**config.mk**
```make
export PLATFORM = sky130hd
export DESIGN_NAME = mult_arbiter
export DESIGN_NICKNAME = d
export VERILOG_FILES = /design/src/rtl/mult_arbiter_pkg.sv /design/src/rtl/mult_arbiter_rr_pick2.sv /design/src/rtl/mult_arbiter.sv
export SDC_FILE = /design/constraint.sdc
export NUM_CORES = 1
export LEC_CHECK = 0
export CORE_MARGIN = 5
export CORE_UTILIZATION = 44
export DETAILED_ROUTE_END_ITERATION = 6
export PLACE_DENSITY_LB_ADDON = 0.05
export SYNTH_ARGS = -nofsm -noshare
export SYNTH_HDL_FRONTEND = slang
export SYNTH_HIERARCHICAL = 1
export SYNTH_SLANG_ARGS = --single-unit
export TNS_END_PERCENT = 100
```
**constraint.sdc**
```tcl
create_clock -name clock -period 4.8 [get_ports clock]
set_input_delay 0.96 -clock clock [delete_from_list [all_inputs] [get_ports clock]]
set_output_delay 0.96 -clock clock [all_outputs]
set_load 0.005 [all_outputs]
```
**src/rtl/mult_arbiter_pkg.sv**
```systemverilog
// Shared definitions for the multiplier arbiter: FSM encoding, requester
// indices and the default watchdog limit.
package mult_arbiter_pkg;

    typedef enum logic [1:0] {
        IDLE  = 2'b00,
        START = 2'b01,
        WAIT  = 2'b10,
        RESP  = 2'b11
    } arb_state_t;

    localparam int unsigned REQ0 = 0;
    localparam int unsigned REQ1 = 1;

    localparam int unsigned DEFAULT_TIMEOUT = 16;

endpackage

```
**src/rtl/mult_arbiter_rr_pick2.sv**
```systemverilog
// Combinational two-input round-robin picker: a lone request wins outright,
// a tie goes to the requester named by pointer. Output is one-hot or zero.
module rr_pick2
    import mult_arbiter_pkg::*;
(
    input  logic [1:0] req,
    input  logic       pointer,
    output logic [1:0] grant
);

    always_comb begin
        grant = req;
        if (req[REQ0] && req[REQ1]) begin
            grant = pointer ? 2'b10 : 2'b01;
        end
    end

endmodule

```
**src/rtl/mult_arbiter.sv**
```systemverilog
// Round-robin owner of the shared sequential multiplier with a WAIT watchdog.
// Define ARB_STATS_EN to build the per-requester completion counters cnt0/cnt1.
module mult_arbiter
    import mult_arbiter_pkg::*;
#(
    parameter int unsigned WIDTH   = 8,
    parameter int unsigned TIMEOUT = DEFAULT_TIMEOUT
) (
    input  logic             clock,
    input  logic             rst,
    input  logic [1:0]       req,
    input  logic [WIDTH-1:0] a0,
    input  logic [WIDTH-1:0] b0,
    input  logic [WIDTH-1:0] a1,
    input  logic [WIDTH-1:0] b1,
    output logic [1:0]       grant,
    output logic             mul_start,
    output logic [WIDTH-1:0] mul_a,
    output logic [WIDTH-1:0] mul_b,
    output logic             mul_rst,
    input  logic             mul_done,
    input  logic [WIDTH-1:0] mul_result,
    input  logic             mul_ov,
    output logic [1:0]       rsp_valid,
    output logic [WIDTH-1:0] rsp_data,
    output logic             rsp_ov,
    output logic             rsp_err,
    output logic             busy,
    output logic [7:0]       cnt0,
    output logic [7:0]       cnt1
);

    localparam logic [7:0] LAST_WAIT = 8'(TIMEOUT - 1);

    arb_state_t state, next_state;
    logic       pointer;
    logic [1:0] pick;
    logic [7:0] wait_cnt;
    logic       wait_expired;

    rr_pick2 u_pick (
        .req     (req),
        .pointer (pointer),
        .grant   (pick)
    );

    assign wait_expired = (wait_cnt == LAST_WAIT);
    assign busy         = (state != IDLE);

    always_ff @(posedge clock) begin
        if (rst) begin
            state <= IDLE;
        end else begin
            state <= next_state;
        end
    end

    always_comb begin
        next_state = state;
        mul_start  = 1'b0;
        mul_rst    = 1'b0;
        rsp_valid  = '0;
        case (state)
            IDLE: begin
                if (|req) next_state = START;
            end
            START: begin
                mul_start  = 1'b1;
                next_state = WAIT;
            end
            WAIT: begin
                // A done arriving on the expiry cycle takes precedence over the abort
                if (mul_done) begin
                    next_state = RESP;
                end else if (wait_expired) begin
                    mul_rst    = 1'b1;
                    next_state = RESP;
                end
            end
            RESP: begin
                rsp_valid  = grant;
                next_state = IDLE;
            end
            default: next_state = IDLE;
        endcase
    end

    always_ff @(posedge clock) begin
        if (rst) begin
            grant    <= '0;
            pointer  <= 1'b0;
            mul_a    <= '0;
            mul_b    <= '0;
            wait_cnt <= '0;
            rsp_data <= '0;
            rsp_ov   <= 1'b0;
            rsp_err  <= 1'b0;
        end else begin
            case (state)
                IDLE: begin
                    if (|req) begin
                        grant <= pick;
                        mul_a <= pick[REQ1] ? a1 : a0;
                        mul_b <= pick[REQ1] ? b1 : b0;
                    end
                end
                START: begin
                    wait_cnt <= '0;
                end
                WAIT: begin
                    wait_cnt <= wait_cnt + 8'd1;
                    if (mul_done) begin
                        rsp_data <= mul_result;
                        rsp_ov   <= mul_ov;
                        rsp_err  <= 1'b0;
                    end else if (wait_expired) begin
                        rsp_data <= '0;
                        rsp_ov   <= 1'b0;
                        rsp_err  <= 1'b1;
                    end
                end
                RESP: begin
                    grant   <= '0;
                    pointer <= grant[REQ0];
                end
                default: ;
            endcase
        end
    end

`ifdef ARB_STATS_EN
    always_ff @(posedge clock) begin
        if (rst) begin
            cnt0 <= '0;
            cnt1 <= '0;
        end else if (state == RESP && !rsp_err) begin
            if (grant[REQ0] && cnt0 != 8'hFF) cnt0 <= cnt0 + 8'd1;
            if (grant[REQ1] && cnt1 != 8'hFF) cnt1 <= cnt1 + 8'd1;
        end
    end
`else
    assign cnt0 = '0;
    assign cnt1 = '0;
`endif

endmodule

```
==> flow_metrics.py, run 1 <==
metrics = {
    "critical_path": {
        "critical_path.max_fanout": 4,
        "worstSetupPathType": "in -> out",
        "crit_path_max_incr_delay_ns": 0.51,
        "crit_chain": "clkdlybuf4s50_1 -> nand2b_1 -> nor2_1 -> clkdlybuf4s50_1",
        "setup.worst_path.start_class": "primary input",
        "timing.critical_path.arrival_ns": 2.22,
        "critical_path.most_common_cell": "clkdlybuf4s50_1",
        "critPathTopFamily": "buffers and inverters",
        "worst-endpoint-required_ns": 3.84,
        "crit_slowest_cell": "clkdlybuf4s50_1",
        "end_kind": "output port",
        "timing.critical_path.buf_inv": 2,
    },
    "grt": {
        "grt_overflow": 0,
        "grt_start_max_net_pins": 35,
        "grt_pass1_wl_um": 7650,
        "grt_antenna_before_repair": 0,
        "grtUsageTotal": 0.152,
        "first_global_vias": 1619,
    },
    "clock_network": {
        "cts_setup_buffers": 0,
        "deepest_level_of_the_cts_h_tree": 2,
        "clk_path_buf_depth": 2,
        "tritoncts.num_buffers": 5,
        "cell_at_the_root_of_the_clock_tree": "clkbuf_8",
        "clock_latency_late_sink_ns": 0.28,
        "cts.sinks": 39,
        "cts_tree": "built",
        "clkTransAtPathRegs_ns": 0.07,
        "cts_repair_resize_count": 0,
        "postCtsHoldBufs": 0,
    },
    "yosys": {
        "dominantRegCellSynth": "dfxtp_1",
        "synth_sequential_area_ratio": 0.394,
        "post_synth_inst_count": 218,
        "synth-xor-area-share": 0.0177,
        "ys_ff_latch": 39,
        "synth_edf_count": 0,
        "synth.most_common_cell": "dfxtp_1",
        "yosysTopAreaCellShare": 0.394,
        "synth.distinct_cells": 39,
        "yosys.area_share.adder": 0.0379,
        "post_synthesis_area_per_instance_um2": 9.08,
        "post_synth_mux_area_share": 0.0860,
        "synth.yosys.warnings": 6,
        "synthesis.area_um2": 1980,
        "asyncSetResetFlopFracSynth": 0,
        "synth_simple_gate_area_share": 0.154,
        "synth.area.top_cells": "dfxtp_1 (39%), mux2i_1 (8.6%), buf_4 (7.2%)",
        "post_synth_top_cells": "dfxtp_1 (39), nor2_1 (24), buf_4 (19)",
        "synth_top_cell_by_area": "dfxtp_1",
        "synth_compound_gate_area_share": 0.195,
        "synth_top_family_by_area": "compound AO/OA/AOI/OAI gates",
    },
    "timing": {
        "hold-worst-slack_ns": 0.496,
        "drv_slew": 0,
        "max-slew-margin-rel": 0.296,
        "final.setup.worst_slack_ns": 1.62,
        "fin_setup_tns_ns": 0,
        "fmax_ghz": 0.314,
        "timing.final.setup_violations": 0,
        "rsz0062_at_grt": "no",
        "tightest_slew_ns": 1.06,
        "skew_ns": 0.00266,
        "final.period_utilization": 0.663,
        "finalCriticalPeriod_ns": 3.18,
        "finalHoldViolations": 0,
    },
    "place": {
        "place.gp.congestion": 0.762,
        "place_ws_ns": 1.62,
        "number_of_port_buffers": 78,
        "detailedPlacementHpwl_um": 3390,
    },
    "drt": {
        "initial_detailed_routing_violation_count": 71,
        "routed_wirelength_um": 4580,
        "final_antenna_net_count": 0,
        "via_per_inst": 5.04,
        "routed-via-count": 1722,
        "route.detailed.drc": 0,
        "wl_per_cell_um": 13.4,
        "firstDrtPassIters": 4,
    },
    "floorplan": {
        "rows": 24,
        "die_width_um": 77.1,
        "die_boundary_height_um": 77.1,
        "design.portCount": 95,
        "fp.dieArea_um2": 5940,
        "placeableCoreArea_um2": 4350,
        "floorplan.initialDensity": 0.455,
    },
    "pwr": {
        "total_power_mw": 1.14,
        "peakVddDrop_mv": 0.200,
        "pwr_density_cell_nw_per_um2": 410,
        "leakage_nw": 1.02,
    },
    "finish": {
        "drive_above_1_share": 0.0483,
        "fin_nets": 341,
        "antenna_diode_count": 0,
        "fin_util": 0.638,
        "areaGrowthSynthToFinish_pct": 40.4,
    },
    "run": {
        "drv_cap": 0,
    },
    "outcome": {
        "outcome": "finished, final reports clean",
    },
    "min_path": {
        "worst_hold_path_type": "reg -> reg",
    },
}
[final cells by class]
cell class                      instances  area [um^2]
Sequential cell                        39          781
Inverter                                6         22.5
Fill cell                             396         1580
Multi-Input combinational cell        157         1030
Timing Repair Buffer                   80          796
Tap cell                               52         65.1
Clock inverter                          1         5.00
Clock buffer                            7         76.3
[state kept, by name, indices dropped and copies added (netlist names)]
name / count
mul_a: 8
mul_b: 8
rsp_data: 8
wait_cnt: 8
grant: 2
state: 2
pointer: 1
rsp_err: 1
rsp_ov: 1
[worst min-delay path: stages (launching register included)]
cell and delay, ns:
dfxtp_1 0.32, o21ai_0 0.07, a21oi_1 0.06
[kinds of logic (layout without fill, tap and decap cells)]
family                   Yosys count  in the layout
other                              1             16
buffers and inverters             37             94
flip-flops                        39             39
AND/OR/NAND/NOR                   59             59
multiplexers                      17             17
adder cells (fa/ha/maj)            6              6
AO/OA/AOI/OAI                     55             55
XOR/XNOR                           4              4
[report_power, final]
part           total (mW)  internal [mW]  switching (mW)
Clock               0.210          0.102           0.108
Combinational       0.494          0.258           0.236
Sequential          0.435          0.395          0.0409
[metal layers]
layer,vias up,global-route usage,share of wire
met5,-,0,0
met4,0,0.0464,0.012
met3,6,0.0504,0.10
met2,64,0.228,0.42
met1,761,0.207,0.47
li1,891,-,-
[final timing paths]
kind                               to  depth (start not counted)                   from  slack (ns)
max reg2reg  rsp_data[0]$_SDFFE_PP0P_                          5  state[0]$_SDFFE_PP0P_        2.71
min             grant[1]$_SDFFE_PP0P_                          2  grant[1]$_SDFFE_PP0P_        0.50
min reg2reg     grant[1]$_SDFFE_PP0P_                          2  grant[1]$_SDFFE_PP0P_        0.50
max                           mul_rst                          4               mul_done        1.62
[metrics by stage]
step	area, um^2	std cells
floorplan	2040	233
global placement	2700	334
detailed placement	2700	334
CTS	2780	342
global route	2780	342
finish	2780	342
[cells in the final DEF (no fill, tap or decap), types with 3 or more instances in the layout]
cell / instances
clkdlybuf4s50_1: 78
dfxtp_1: 39
nor2_1: 24
mux2i_1: 17
a211oi_1: 17
conb_1: 16
a21oi_1: 15
nand2_1: 14
a311oi_1: 9
inv_1: 6
ha_1: 6
clkbuf_8: 5
o21ai_0: 4
and2_1: 3
xor2_1: 3
nand3_1: 3
Note: power is estimated with default switching activity, not from simulation.
==> run 2: changes to the inputs <==
Settings changed: CORE_UTILIZATION 44 to 37.
Clock period 4.8 ns to 2.6 ns, I/O delays scaled along.
==> run 2 against run 1 <==
Compared with the run above:
- critical path depth up 1
- total power grew 98%
- first-iteration DRC count is 7.0% lower
- count of clock-buffer cells in the layout decreased by 1
- routed wire length up 4.5%
- clock skew increased by 0.0038 ns
- flip-flop and latch count stayed put
- critical endpoint unchanged
- largest cell class unchanged
- largest power group unchanged
==> flow_metrics.py, run 2 (synthesis gave the netlist of run 1 again) <==
metrics = {
    "clock_network": {
        "postCtsHoldBufs": 0,
        "cts_repair_resize_count": 0,
        "cts_tree": "built",
        "deepest_level_of_the_cts_h_tree": 2,
        "tritoncts.num_buffers": 5,
        "clock_latency_late_sink_ns": 0.29,
        "clkTransAtPathRegs_ns": 0.08,
        "clk_path_buf_depth": 2,
        "cts_setup_buffers": 0,
        "cell_at_the_root_of_the_clock_tree": "clkbuf_8",
        "cts.sinks": 39,
    },
    "critical_path": {
        "critPathTopFamily": "buffers and inverters",
        "crit_slowest_cell": "clkdlybuf4s50_1",
        "setup.worst_path.start_class": "flip-flop",
        "crit_chain": "ha_1 -> and3_1 -> nand2_1 -> nor2_1 -> clkdlybuf4s50_1",
        "timing.critical_path.buf_inv": 1,
        "critical_path.max_fanout": 6,
        "worst-endpoint-required_ns": 2.08,
        "crit_path_max_incr_delay_ns": 0.51,
        "timing.critical_path.arrival_ns": 1.89,
        "worstSetupPathType": "reg -> out",
        "end_kind": "output port",
    },
    "drt": {
        "route.detailed.drc": 0,
        "firstDrtPassIters": 4,
        "wl_per_cell_um": 13.1,
        "routed-via-count": 1743,
        "final_antenna_net_count": 0,
        "via_per_inst": 4.78,
        "initial_detailed_routing_violation_count": 66,
        "routed_wirelength_um": 4790,
    },
    "finish": {
        "fin_util": 0.559,
        "postLayoutCellArea_um2": 2880,
        "areaGrowthSynthToFinish_pct": 45.3,
        "drive_above_1_share": 0.0712,
        "fin_nets": 346,
        "antenna_diode_count": 0,
        "final-instance-count-excl-fill": 365,
        "layout.cells.most_common": "clkdlybuf4s50_1",
        "highest_count_cells_in_the_layout_ignoring_fill_and_taps": "clkdlybuf4s50_1 (78), dfxtp_1 (39), nor2_1 (24)",
        "num-fill-cells": 504,
    },
    "floorplan": {
        "fp.dieArea_um2": 6910,
        "floorplan.initialDensity": 0.385,
        "design.portCount": 95,
        "die_width_um": 83.1,
        "placeableCoreArea_um2": 5140,
        "die_boundary_height_um": 83.1,
        "rows": 26,
    },
    "timing": {
        "rsz0062_at_grt": "no",
        "final.period_utilization": 0.928,
        "fmax_ghz": 0.414,
        "hold-worst-slack_ns": 0.495,
        "timing.final.setup_violations": 0,
        "fin_setup_tns_ns": 0,
        "finalHoldViolations": 0,
        "drv_slew": 0,
        "max-slew-margin-rel": 0.576,
        "skew_ns": 0.00648,
        "final.setup.worst_slack_ns": 0.186,
        "tightest_slew_ns": 0.637,
        "finalCriticalPeriod_ns": 2.41,
    },
    "run": {
        "drv_cap": 0,
    },
    "place": {
        "place.gp.congestion": 0.733,
        "place_ws_ns": 0.319,
        "number_of_port_buffers": 78,
        "detailedPlacementHpwl_um": 3630,
        "placement.cell_area_um2": 2760,
        "total_placed_cells_including_tap_cells": 357,
    },
    "grt": {
        "first_global_vias": 1655,
        "grt_overflow": 0,
        "grt_antenna_before_repair": 0,
        "grt_pass1_wl_um": 8040,
        "grt_start_max_net_pins": 35,
        "grtUsageTotal": 0.139,
    },
    "min_path": {
        "worst_hold_path_type": "reg -> reg",
    },
    "pwr": {
        "pwr_density_cell_nw_per_um2": 786,
        "peakVddDrop_mv": 0.520,
        "total_power_mw": 2.26,
        "leakage_nw": 1.06,
    },
    "outcome": {
        "outcome": "finished, final reports clean",
    },
}
-- run 2: power by group --
part / switching [mW] / internal [mW] / leakage (nW)
sequential: 0.0743 / 0.728 / 0.319
combinational: 0.442 / 0.494 / 0.681
clock: 0.211 / 0.311 / 0.0612
-- run 2: worst paths after layout --
path / end / cells past startpoint / start / slack, ns
max: mul_rst / 5 / wait_cnt[0]$_SDFFE_PP0P_ / 0.19
min: mul_b[1]$_SDFFE_PP0P_ / 2 / mul_b[1]$_SDFFE_PP0P_ / 0.50
max reg2reg: rsp_data[7]$_SDFFE_PP0P_ / 6 / state[0]$_SDFFE_PP0P_ / 0.63
min reg2reg: mul_b[1]$_SDFFE_PP0P_ / 2 / mul_b[1]$_SDFFE_PP0P_ / 0.50
-- run 2: tightest hold or removal path, cell delays in order (launching register included) --
cell,delay [ns]
dfxtp_1,0.31
nor2_1,0.09
a211oi_1,0.05
-- run 2: routing by layer --
metal,track usage,share of wire,up-vias
met5,0,0,-
met1,0.176,0.47,789
met4,0.0357,0.0090,0
li1,-,-,898
met2,0.230,0.47,51
met3,0.0436,0.047,5
-- run 2: cell type report --
cell class,count,area (um^2),share of cell area
timing repair buffer,85,833,0.290
tap,70,87.6,0.0305
inverter,6,22.5,0.00783
multi-input combinational,157,1030,0.359
clock buffer,6,82.6,0.0287
sequential,39,781,0.272
clock inverter,2,35.0,0.0122
==> run 3: changes to the inputs <==
Settings changed: CTS_CLUSTER_SIZE set to 16.
==> results of run 3 <==
The final DEF is identical to that of run 2; final timing and power are the same.
